[config.mk]
export PLATFORM = sky130hd
export DESIGN_NAME = rv32_instr_encoder_flat
export DESIGN_NICKNAME = d
export VERILOG_FILES = /design/src/rtl/rv32_instr_encoder_pkg.sv /design/src/rtl/rv32_instr_encoder_if.sv /design/src/rtl/rv32_instr_encoder_field_pack.sv /design/src/rtl/rv32_instr_encoder.sv /design/src/flat_wrapper.sv
export SDC_FILE = /design/constraint.sdc
export NUM_CORES = 1
export LEC_CHECK = 0
export ABC_CLOCK_PERIOD_IN_PS = 2750
export BUFFER_PORTS_ARGS = -buffer_cell sky130_fd_sc_hd__buf_2
export CAP_MARGIN = 15
export CORE_MARGIN = 2
export CORE_UTILIZATION = 54
export CTS_BUF_LIST = sky130_fd_sc_hd__clkbuf_2 sky130_fd_sc_hd__clkbuf_4 sky130_fd_sc_hd__clkbuf_8
export DETAILED_ROUTE_END_ITERATION = 12
export GPL_TIMING_DRIVEN = 1
export PLACE_DENSITY_LB_ADDON = 0.05
export SETUP_SLACK_MARGIN = 0.2
export SLEW_MARGIN = 20
export SYNTH_ARGS = -nofsm -noshare
export SYNTH_HDL_FRONTEND = slang
export SYNTH_SLANG_ARGS = --single-unit
[constraint.sdc]
create_clock -name clk -period 2.75 [get_ports clk]
set_clock_uncertainty 0.05 [all_clocks]
set_input_delay 0.55 -clock clk [delete_from_list [all_inputs] [get_ports clk]]
set_output_delay 0.55 -clock clk [all_outputs]
set_load 0.005 [all_outputs]
[src/rtl/rv32_instr_encoder_pkg.sv]
// rv32_instr_encoder_pkg: shared RV32I immediate-format enum, opcodes and range helper
package rv32_instr_encoder_pkg;
    typedef enum logic [2:0] {
        IMMSRC_R_TYPE = 3'd0,
        IMMSRC_I_TYPE = 3'd1,
        IMMSRC_S_TYPE = 3'd2,
        IMMSRC_B_TYPE = 3'd3,
        IMMSRC_U_TYPE = 3'd4,
        IMMSRC_J_TYPE = 3'd5
    } ImmSrc_t;

    localparam logic [6:0] OP_LOAD   = 7'h03;
    localparam logic [6:0] OP_STORE  = 7'h23;
    localparam logic [6:0] OP_RTYPE  = 7'h33;
    localparam logic [6:0] OP_ITYPE  = 7'h13;
    localparam logic [6:0] OP_JAL    = 7'h6F;
    localparam logic [6:0] OP_JALR   = 7'h67;
    localparam logic [6:0] OP_BRANCH = 7'h63;
    localparam logic [6:0] OP_LUI    = 7'h37;
    localparam logic [6:0] OP_AUIPC  = 7'h17;
    localparam logic [6:0] OP_SYSTEM = 7'h73;

    // True when imm is the sign extension of its low w bits.
    function automatic logic imm_fits(input logic [31:0] imm, input int w);
        logic signed [31:0] s;
        s = imm << (32 - w);
        return $unsigned(s >>> (32 - w)) == imm;
    endfunction
endpackage

[src/rtl/rv32_instr_encoder_if.sv]
// rv32_instr_encoder_if: request/instruction stream bundle for the instruction encoder
interface rv32_instr_encoder_if import rv32_instr_encoder_pkg::*; #(parameter int CNT_W = 16) ();
    logic             req_valid;
    logic             req_ready;
    ImmSrc_t          req_fmt;
    logic [6:0]       req_opcode;
    logic [2:0]       req_funct3;
    logic [6:0]       req_funct7;
    logic [4:0]       req_rd;
    logic [4:0]       req_rs1;
    logic [4:0]       req_rs2;
    logic [31:0]      req_imm;
    logic             instr_valid;
    logic             instr_ready;
    logic [31:0]      instr;
    logic             instr_err;
    logic [CNT_W-1:0] emit_cnt;
    logic [CNT_W-1:0] err_cnt;

    modport master (
        output req_valid, req_fmt, req_opcode, req_funct3, req_funct7, req_rd, req_rs1, req_rs2, req_imm, instr_ready,
        input  req_ready, instr_valid, instr, instr_err, emit_cnt, err_cnt
    );
    modport slave (
        input  req_valid, req_fmt, req_opcode, req_funct3, req_funct7, req_rd, req_rs1, req_rs2, req_imm, instr_ready,
        output req_ready, instr_valid, instr, instr_err, emit_cnt, err_cnt
    );
endinterface

[src/rtl/rv32_instr_encoder_field_pack.sv]
// rv32_field_pack: combinational RV32I field packer with immediate range checking
module rv32_field_pack import rv32_instr_encoder_pkg::*; (
    input  ImmSrc_t     fmt,
    input  logic [6:0]  opcode,
    input  logic [2:0]  funct3,
    input  logic [6:0]  funct7,
    input  logic [4:0]  rd,
    input  logic [4:0]  rs1,
    input  logic [4:0]  rs2,
    input  logic [31:0] imm,
    output logic        err,
    output logic [31:0] word
);
    always_comb begin
        err  = 1'b0;
        word = '0;
        case (fmt)
            IMMSRC_R_TYPE: word = {funct7, rs2, rs1, funct3, rd, opcode};
            IMMSRC_I_TYPE: begin
                word = {imm[11:0], rs1, funct3, rd, opcode};
                err  = !imm_fits(imm, 12);
            end
            IMMSRC_S_TYPE: begin
                word = {imm[11:5], rs2, rs1, funct3, imm[4:0], opcode};
                err  = !imm_fits(imm, 12);
            end
            IMMSRC_B_TYPE: begin
                word = {imm[12], imm[10:5], rs2, rs1, funct3, imm[4:1], imm[11], opcode};
                err  = !imm_fits(imm, 13) | imm[0];
            end
            IMMSRC_U_TYPE: begin
                word = {imm[31:12], rd, opcode};
                err  = |imm[11:0];
            end
            IMMSRC_J_TYPE: begin
                word = {imm[20], imm[10:1], imm[11], imm[19:12], rd, opcode};
                err  = !imm_fits(imm, 21) | imm[0];
            end
            default: err = 1'b1;
        endcase
    end
endmodule

[src/rtl/rv32_instr_encoder.sv]
// rv32_instr_encoder: streaming RV32I encoder with output FIFO and emit/error counters
module rv32_instr_encoder import rv32_instr_encoder_pkg::*; #(
    parameter int DEPTH = 2,
    parameter int CNT_W = 16
) (
    input logic clk,
    input logic rst,
    rv32_instr_encoder_if.slave bus
);
    localparam int AW = $clog2(DEPTH);
    localparam logic [AW:0] FULL = (AW+1)'(DEPTH);

    logic [32:0]   mem [DEPTH];
    logic [AW-1:0] head, tail;
    logic [AW:0]   count;
    logic [31:0]   word;
    logic          err, push, pop;

    rv32_field_pack u_pack (
        .fmt(bus.req_fmt), .opcode(bus.req_opcode), .funct3(bus.req_funct3), .funct7(bus.req_funct7),
        .rd(bus.req_rd), .rs1(bus.req_rs1), .rs2(bus.req_rs2), .imm(bus.req_imm), .err(err), .word(word)
    );

    assign bus.req_ready   = count != FULL;
    assign bus.instr_valid = count != '0;
    assign bus.instr       = bus.instr_valid ? mem[head][31:0] : '0;
    assign bus.instr_err   = bus.instr_valid & mem[head][32];
    assign push            = bus.req_valid & bus.req_ready;
    assign pop             = bus.instr_valid & bus.instr_ready;

    always_ff @(posedge clk)
        if (push) mem[tail] <= {err, word};

    always_ff @(posedge clk or posedge rst) begin
        if (rst) begin
            head         <= '0;
            tail         <= '0;
            count        <= '0;
            bus.emit_cnt <= '0;
            bus.err_cnt  <= '0;
        end else begin
            head         <= head + AW'(pop);
            tail         <= tail + AW'(push);
            count        <= count + (AW+1)'(push) - (AW+1)'(pop);
            bus.emit_cnt <= bus.emit_cnt + CNT_W'(pop);
            bus.err_cnt  <= bus.err_cnt + CNT_W'(pop & bus.instr_err);
        end
    end
endmodule
[src/flat_wrapper.sv]
// flat-port wrapper written by rule: the top's interface ports become plain ports
module rv32_instr_encoder_flat import rv32_instr_encoder_pkg::*;
#(
    parameter int DEPTH = 2,
    parameter int CNT_W = 16
)
  (clk, rst, bus_req_valid, bus_req_fmt, bus_req_opcode, bus_req_funct3, bus_req_funct7, bus_req_rd, bus_req_rs1, bus_req_rs2, bus_req_imm, bus_instr_ready, bus_req_ready, bus_instr_valid, bus_instr, bus_instr_err, bus_emit_cnt, bus_err_cnt);
  rv32_instr_encoder_if #(.CNT_W(CNT_W)) bus_i ();
  input logic clk;
  input logic rst;
  input wire logic [$bits(bus_i.req_valid)-1:0] bus_req_valid;
  input wire logic [$bits(bus_i.req_fmt)-1:0] bus_req_fmt;
  input wire logic [$bits(bus_i.req_opcode)-1:0] bus_req_opcode;
  input wire logic [$bits(bus_i.req_funct3)-1:0] bus_req_funct3;
  input wire logic [$bits(bus_i.req_funct7)-1:0] bus_req_funct7;
  input wire logic [$bits(bus_i.req_rd)-1:0] bus_req_rd;
  input wire logic [$bits(bus_i.req_rs1)-1:0] bus_req_rs1;
  input wire logic [$bits(bus_i.req_rs2)-1:0] bus_req_rs2;
  input wire logic [$bits(bus_i.req_imm)-1:0] bus_req_imm;
  input wire logic [$bits(bus_i.instr_ready)-1:0] bus_instr_ready;
  output wire logic [$bits(bus_i.req_ready)-1:0] bus_req_ready;
  output wire logic [$bits(bus_i.instr_valid)-1:0] bus_instr_valid;
  output wire logic [$bits(bus_i.instr)-1:0] bus_instr;
  output wire logic [$bits(bus_i.instr_err)-1:0] bus_instr_err;
  output wire logic [$bits(bus_i.emit_cnt)-1:0] bus_emit_cnt;
  output wire logic [$bits(bus_i.err_cnt)-1:0] bus_err_cnt;
  assign bus_i.req_valid = bus_req_valid;
  assign bus_i.req_fmt = bus_req_fmt;
  assign bus_i.req_opcode = bus_req_opcode;
  assign bus_i.req_funct3 = bus_req_funct3;
  assign bus_i.req_funct7 = bus_req_funct7;
  assign bus_i.req_rd = bus_req_rd;
  assign bus_i.req_rs1 = bus_req_rs1;
  assign bus_i.req_rs2 = bus_req_rs2;
  assign bus_i.req_imm = bus_req_imm;
  assign bus_i.instr_ready = bus_instr_ready;
  assign bus_req_ready = bus_i.req_ready;
  assign bus_instr_valid = bus_i.instr_valid;
  assign bus_instr = bus_i.instr;
  assign bus_instr_err = bus_i.instr_err;
  assign bus_emit_cnt = bus_i.emit_cnt;
  assign bus_err_cnt = bus_i.err_cnt;
  rv32_instr_encoder #(.DEPTH(DEPTH), .CNT_W(CNT_W)) u_core (.clk(clk), .rst(rst), .bus(bus_i));
endmodule
==> results of run 1 <==
==> area by class of cell <==
class	instances	area [um^2]	share of cell area
clock buffers	12	153	0.0256
clock inverters	4	53.8	0.00901
inverters	21	78.8	0.0132
repair buffers	147	761	0.127
well taps	111	139	0.0233
multi-input cells	288	1900	0.319
flip-flops and latches	102	2880	0.483
==> power groups by stage <==
| stage | Clock (mW) | Sequential [mW] | Combinational (mW) |
|---|---|---|---|
| detailed placement | 0 | 2.24 | 1.64 |
| floorplan | 0 | 2.21 | 0.960 |
| global route | 1.04 | 2.24 | 1.81 |
| finish | 0.955 | 2.21 | 1.62 |
| global placement | 0 | 2.22 | 1.62 |
| CTS | 0.978 | 2.21 | 1.66 |
==> metrics by stage <==
step                      power [mW]  instances
after floorplan                 3.17        431
after global placement          3.84        669
after detailed placement        3.89        669
after CTS                       4.85        685
after global routing            5.10        685
final                           4.79        685
==> layer usage <==
layer  vias up  wire, um  track usage
li1       1825         -            -
met1      1796      4650        0.292
met2       147      5110        0.354
met3         7       668       0.0251
met4         0        88       0.0632
met5         -         0            0
==> worst paths after layout <==
kind / to
worst max-delay path: bus_instr[29]
worst min-delay path: u_core.bus.err_cnt[13]
worst max register to register: u_core.bus.err_cnt[10]
worst min register to register: u_core.bus.emit_cnt[15]
max in group asynchronous: u_core.tail
min in group clk: u_core.bus.emit_cnt[15]
==> worst max-delay path, stage by stage, from the launching register on <==
cell,delay (ps)
dfrtp_2,380
buf_4,480
mux2i_1,280
nor2_1,60
buf_2,140
==> cells in the mapped netlist (all sizes together), types with 2 or more instances <==
library cell / instances / area, um^2
mux2: 2 / 22.5
o22ai: 6 / 37.5
a31oi: 6 / 37.5
and2: 14 / 91.3
and4: 4 / 35.0
and3: 11 / 68.8
xor2: 6 / 52.6
clkbuf: 11 / 61.3
nor2: 45 / 169
nand2: 32 / 120
nor2b: 3 / 18.8
xnor2: 25 / 219
nand4: 4 / 25.0
edfxtp: 66 / 1980
nor4: 4 / 25.0
mux2i: 36 / 360
a22oi: 16 / 120
a21oi: 4 / 20.0
dfrtp: 36 / 901
inv: 21 / 78.8
o21ai: 20 / 100
nor3: 8 / 40.0
buf: 9 / 68.8
ha: 8 / 100
and2b: 3 / 26.3
nand3: 17 / 90.1
a21o: 2 / 16.3
==> flip-flops by register name (all words and copies together) (netlist names) <==
name / cells
u_core.tail: 1
u_core.bus.err_cnt: 16
u_core.count: 2
u_core.head: 1
u_core.bus.emit_cnt: 16
u_core.mem: 66
==> cells by family after synthesis <==
family                   after synthesis  share of synthesized area
adder cells (fa/ha/maj)                8                     0.0201
AO/OA/AOI/OAI                         63                     0.0821
buffers and inverters                 41                     0.0419
AND/OR/NAND/NOR                      148                      0.147
XOR/XNOR                              31                     0.0545
flip-flops                           102                      0.578
multiplexers                          38                     0.0768
==> metrics.md, run 1 <==
| Metric | Value |
|---|---|
| GRT overflow | `0` |
| Commonest non-fill, non-tap cell in the layout | `buf_2` |
| Die area | `10000 um^2` |
| DP HPWL | `7720 um` |
| Largest net degree at the start of global routing | `34` |
| Clock latency on the worst-skew pair | `350 ps` |
| Iter 0 DRT Violations | `165` |
| Final number of setup-violating endpoints | `0` |
| CTS Root Cell | `clkbuf_8` |
| Die Y | `100 um` |
| GP Congestion | `0.922` |
| Resized cells post-CTS | `0` |
| Internal power | `3.23 mW` |
| DP Worst Slack | `420 ps` |
| Global-route wire length before repair | `16800 um` |
| IO Count | `138` |
| Cts bufs inserted | `9` |
| ANT cells | `0` |
| Sw power | `1.56 mW` |
| Cell Pwr Density | `802 nW/um^2` |
| CTS max path bufs | `2` |
| Synth Register Bits | `102` |
| Initial Util | `0.547` |
| Post-Synthesis Cells | `431` |
| Setup TNS | `0 ps` |
| Data arrival, critical path | `1680 ps` |
| Finished Cell Area | `5970 um^2` |
| Tmin final | `2280 ps` |
| Post-CTS Setup Repair Bufs | `0` |
| Tcrit/Tclk final | `0.830` |
| Initial antenna violation count | `0` |
| Worst slew margin | `0.577` |
| TritonCTS clock tree | `built` |
| Crit end category | `primary output` |
| Post-DP Area | `5760 um^2` |
| Final Util | `0.655` |
| Via count | `3775` |
| Status | `completed` |
| Routed Antenna Nets | `0` |
| GRT Util Overall | `0.211` |
| Fmax | `0.438 GHz` |
| Die W | `100 um` |
| Switching share of total power | `0.326` |
| Leak | `2.72 nW` |
| Final Hold Fails | `0` |
| Reg clk slew, reported paths | `100 ps` |
| H-tree levels | `3` |
| Final worst setup slack | `467 ps` |
| Max Slew Vio Count | `0` |
| Async set-reset flop share out of synthesis | `0.353` |
| Startpoint types | `flip-flop` |
| Worst Setup SP | `u_core.head` |
| Drt first pass iters | `4` |
| Syn Area/Cell | `11.6 um^2` |
| Synth warnings | `0` |
| # rows | `35` |
| Post-synthesis sequential area ratio | `0.578` |
| Clock Sink Count | `102` |
| Drt via density | `5.51` |
| Fraction of layout cells with a size suffix above 1 | `0.308` |
| Setup CP Type | `reg -> out` |
| CP required | `2150 ps` |
| Avg WL per Cell | `15.3 um` |
| Total Wirelength | `10500 um` |
| Flop pwr share | `0.461` |
| Clock power share | `0.199` |
| Post-synth EDFFs | `66` |
| Mapped Nets | `510` |
| Peak VDD IR | `478 uV` |
| DRC viols | `0` |
| Synthesized area | `4990 um^2` |
| Fin nets | `648` |
| Core area | `9110 um^2` |
| Number of buffers added on ports | `137` |
| Max-capacitance violation count | `0` |
| RSZ-0062 raised after global routing | `false` |
| Most frequent cells in the layout | `buf_2, edfxtp_1, nor2_1` |
| RR Startpoint | `u_core.count[1]` |
| Reg2Reg Setup Slack | `580 ps` |
| Syn-to-layout area delta | `19.7%` |
| Cells on worst reg2reg path | `10` |
| Maximum fanout along the worst path | `33` |
| Combinational share of power | `0.339` |
| Post-synthesis cell type count | `46` |
| Cts hold-fix bufs | `0` |
| Number of global-route vias before repair | `3593` |
| Worst-margin pin slew | `633 ps` |
| Ys flop type | `edfxtp_1` |
| Filler instances | `753` |
| Hold/Removal Path Class | `in -> async` |
| Hold slack | `216 ps` |
(Power assumes the default switching activity.)
==> inputs of run 2 (changes only) <==
--- a/config.mk
+++ b/config.mk
@@ -5,7 +5,7 @@
 export SDC_FILE = /design/constraint.sdc
 export NUM_CORES = 1
 export LEC_CHECK = 0
-export ABC_CLOCK_PERIOD_IN_PS = 2750
+export ABC_CLOCK_PERIOD_IN_PS = 2200
 export BUFFER_PORTS_ARGS = -buffer_cell sky130_fd_sc_hd__buf_2
 export CAP_MARGIN = 15
 export CORE_MARGIN = 2
==> constraint.sdc (replaced) <==
create_clock -name clk -period 2.2 [get_ports clk]
set_clock_uncertainty 0.05 [all_clocks]
set_input_delay 0.44 -clock clk [delete_from_list [all_inputs] [get_ports clk]]
set_output_delay 0.44 -clock clk [all_outputs]
set_load 0.005 [all_outputs]
==> run 2 against run 1 <==
Effect of this change: critical endpoint is now bus_instr[19]; worst setup slack worse by 160 ps; total power is 30% higher; first-iteration DRC count is 7.3% lower; clock power is 26% higher.
==> metrics.md, run 2 (synthesized netlist as in run 1, its figures left out) <==
| Metric | Value |
|---|---|
| Number of buffers added on ports | `137 (unchanged)` |
| Most flops, register | `u_core.mem (unchanged)` |
| CP required | `1710 ps (was 2150 ps)` |
| Drt via density | `5.55 (was 5.51)` |
| Final non-filler cell total | `694 (was 685)` |
| Iter 0 DRT Violations | `153 (was 165)` |
| Via count | `3853 (was 3775)` |
| GP Congestion | `0.917 (was 0.922)` |
| Clock latency on the worst-skew pair | `350 ps (about the same)` |
| RSZ-0062 raised after global routing | `true (was false)` |
| Reg clk slew, reported paths | `100 ps (about the same)` |
| Commonest non-fill, non-tap cell in the layout | `buf_2 (unchanged)` |
| Data arrival, critical path | `1400 ps (was 1680 ps)` |
| Max-capacitance violation count | `0 (unchanged)` |
| GRT Util Overall | `0.216 (was 0.211)` |
| Avg WL per Cell | `15.9 um (was 15.3 um)` |
| Initial Util | `0.547 (unchanged)` |
| Fin nets | `657 (was 648)` |
| # rows | `35 (unchanged)` |
| Fraction of layout cells with a size suffix above 1 | `0.331 (was 0.308)` |
| Fmax | `0.528 GHz` |
| Busiest grt layer | `met2 (unchanged)` |
| RR Startpoint | `u_core.head (was u_core.count[1])` |
| Crit end category | `primary output (unchanged)` |
| Die area | `10000 um^2 (unchanged)` |
| Total Wirelength | `11000 um (was 10500 um)` |
| TritonCTS clock tree | `built (unchanged)` |
| ANT cells | `0 (unchanged)` |
| Final Hold Fails | `0 (unchanged)` |
| DP Worst Slack | `43.6 ps (was 420 ps)` |
| Routed Antenna Nets | `0 (unchanged)` |
| Cell Pwr Density | `1010 nW/um^2 (was 802 nW/um^2)` |
| Cells on worst reg2reg path | `9 (was 10)` |
| CTS max path bufs | `2 (unchanged)` |
| Reg2Reg Setup Slack | `310 ps (was 580 ps)` |
| IO Count | `138 (unchanged)` |
| Syn-to-layout area delta | `23.0% (was 19.7%)` |
| Die W | `100 um (unchanged)` |
| Placed insts | `676 (was 669)` |
| Final Util | `0.673 (was 0.655)` |
| Maximum fanout along the worst path | `16 (was 33)` |
| Tmin final | `1890 ps` |
| Met2 usage | `0.377 (was 0.354)` |
| Hold slack | `120 ps (was 216 ps)` |
| Pwr Total | `6.22 mW (was 4.79 mW)` |
| Number of global-route vias before repair | `3641 (was 3593)` |
| Status | `completed (unchanged)` |
| Most frequent cells in the layout | `buf_2, edfxtp_1, nor2_1 (unchanged)` |
| Largest registers | `u_core.mem (66), u_core.bus.emit_cnt (16), u_core.bus.err_cnt (16) (unchanged)` |
| Post-DP Area | `5840 um^2 (was 5760 um^2)` |
| Final worst setup slack | `305 ps (was 467 ps)` |
| H-tree levels | `3 (unchanged)` |
| Die Y | `100 um (unchanged)` |
| Setup TNS | `0 ps (unchanged)` |
| GR Util met1 | `0.279 (was 0.292)` |
| Max Slew Vio Count | `0 (unchanged)` |
| CTS Root Cell | `clkbuf_8 (unchanged)` |
| Initial antenna violation count | `0 (unchanged)` |
| Global-route wire length before repair | `17000 um (was 16800 um)` |
| Core area | `9110 um^2 (unchanged)` |
| DRC viols | `0 (unchanged)` |
| GRT overflow | `0 (unchanged)` |
| Final number of setup-violating endpoints | `0 (unchanged)` |
| Hold/Removal Path Class | `in -> async (unchanged)` |
| Largest net degree at the start of global routing | `37 (was 34)` |
| Setup CP Type | `reg -> out (unchanged)` |
| Leak | `2.77 nW (was 2.72 nW)` |
| DP HPWL | `7870 um (was 7720 um)` |
| Cts bufs inserted | `9 (unchanged)` |
| Max reg flops | `66 (unchanged)` |
| Tcrit/Tclk final | `0.861` |
| Drt first pass iters | `4 (unchanged)` |
| Worst flop-to-flop path endpoint | `u_core.bus.err_cnt[14] (was u_core.bus.err_cnt[10])` |
| Worst-margin pin slew | `640 ps (was 633 ps)` |
| Startpoint types | `flip-flop (unchanged)` |
| Worst slew margin | `0.572 (was 0.577)` |
| Finished Cell Area | `6130 um^2 (was 5970 um^2)` |
| Peak VDD IR | `515 uV (was 478 uV)` |
| Clock Sink Count | `102 (unchanged)` |
| Cts hold-fix bufs | `0 (unchanged)` |
| Met3 GRT Util | `0.0397 (was 0.0251)` |
## run 2: worst max-delay path by stage
stage / start / end / slack [ps] / cells past startpoint
after global placement: bus_req_imm[29] / u_core.mem[1][32] / 60 / 6
after floorplan: u_core.head / u_core.bus.err_cnt[10] / 230 / 10
after global routing: u_core.head / u_core.bus.err_cnt[12] / 150 / 9
final: u_core.head / bus_instr[19] / 310 / 4
after detailed placement: bus_req_imm[29] / u_core.mem[1][32] / 40 / 6
after CTS: u_core.count[1] / u_core.bus.emit_cnt[12] / 200 / 9
## run 2: layout make-up
class / instances / area, um^2
clock inverter: 7 / 80.1
inverter: 21 / 78.8
tap: 111 / 139
sequential: 102 / 2880
timing repair buffer: 156 / 896
multi-input combinational: 288 / 1930
clock buffer: 9 / 124
fill: 732 / 2970
## run 2: timing repair
item / 4_1_cts / 5_1_grt
gates resized for setup: 7 / 8
setup endpoints to repair: 33 / 34
buffers inserted: 0 / 1
gates cloned: 0 / 1
pin swaps: 0 / 2
## run 2: critical path, cell delays in order (launching register included)
cell and delay, ps:
dfrtp_2 440, clkbuf_16 230, mux2i_1 200, nor2_1 70, buf_2 120
## run 2: metal layers
| metal | vias up | wire length (um) |
|---|---|---|
| li1 | 1839 | - |
| met1 | 1855 | 4840 |
| met2 | 152 | 5430 |
| met3 | 7 | 654 |
| met4 | 0 | 91 |
| met5 | - | 0 |
## run 2: where the power goes
part	internal [mW]	switching (mW)
Combinational	1.06	1.18
Clock	0.543	0.660
Sequential	2.55	0.234
Total	4.15	2.07
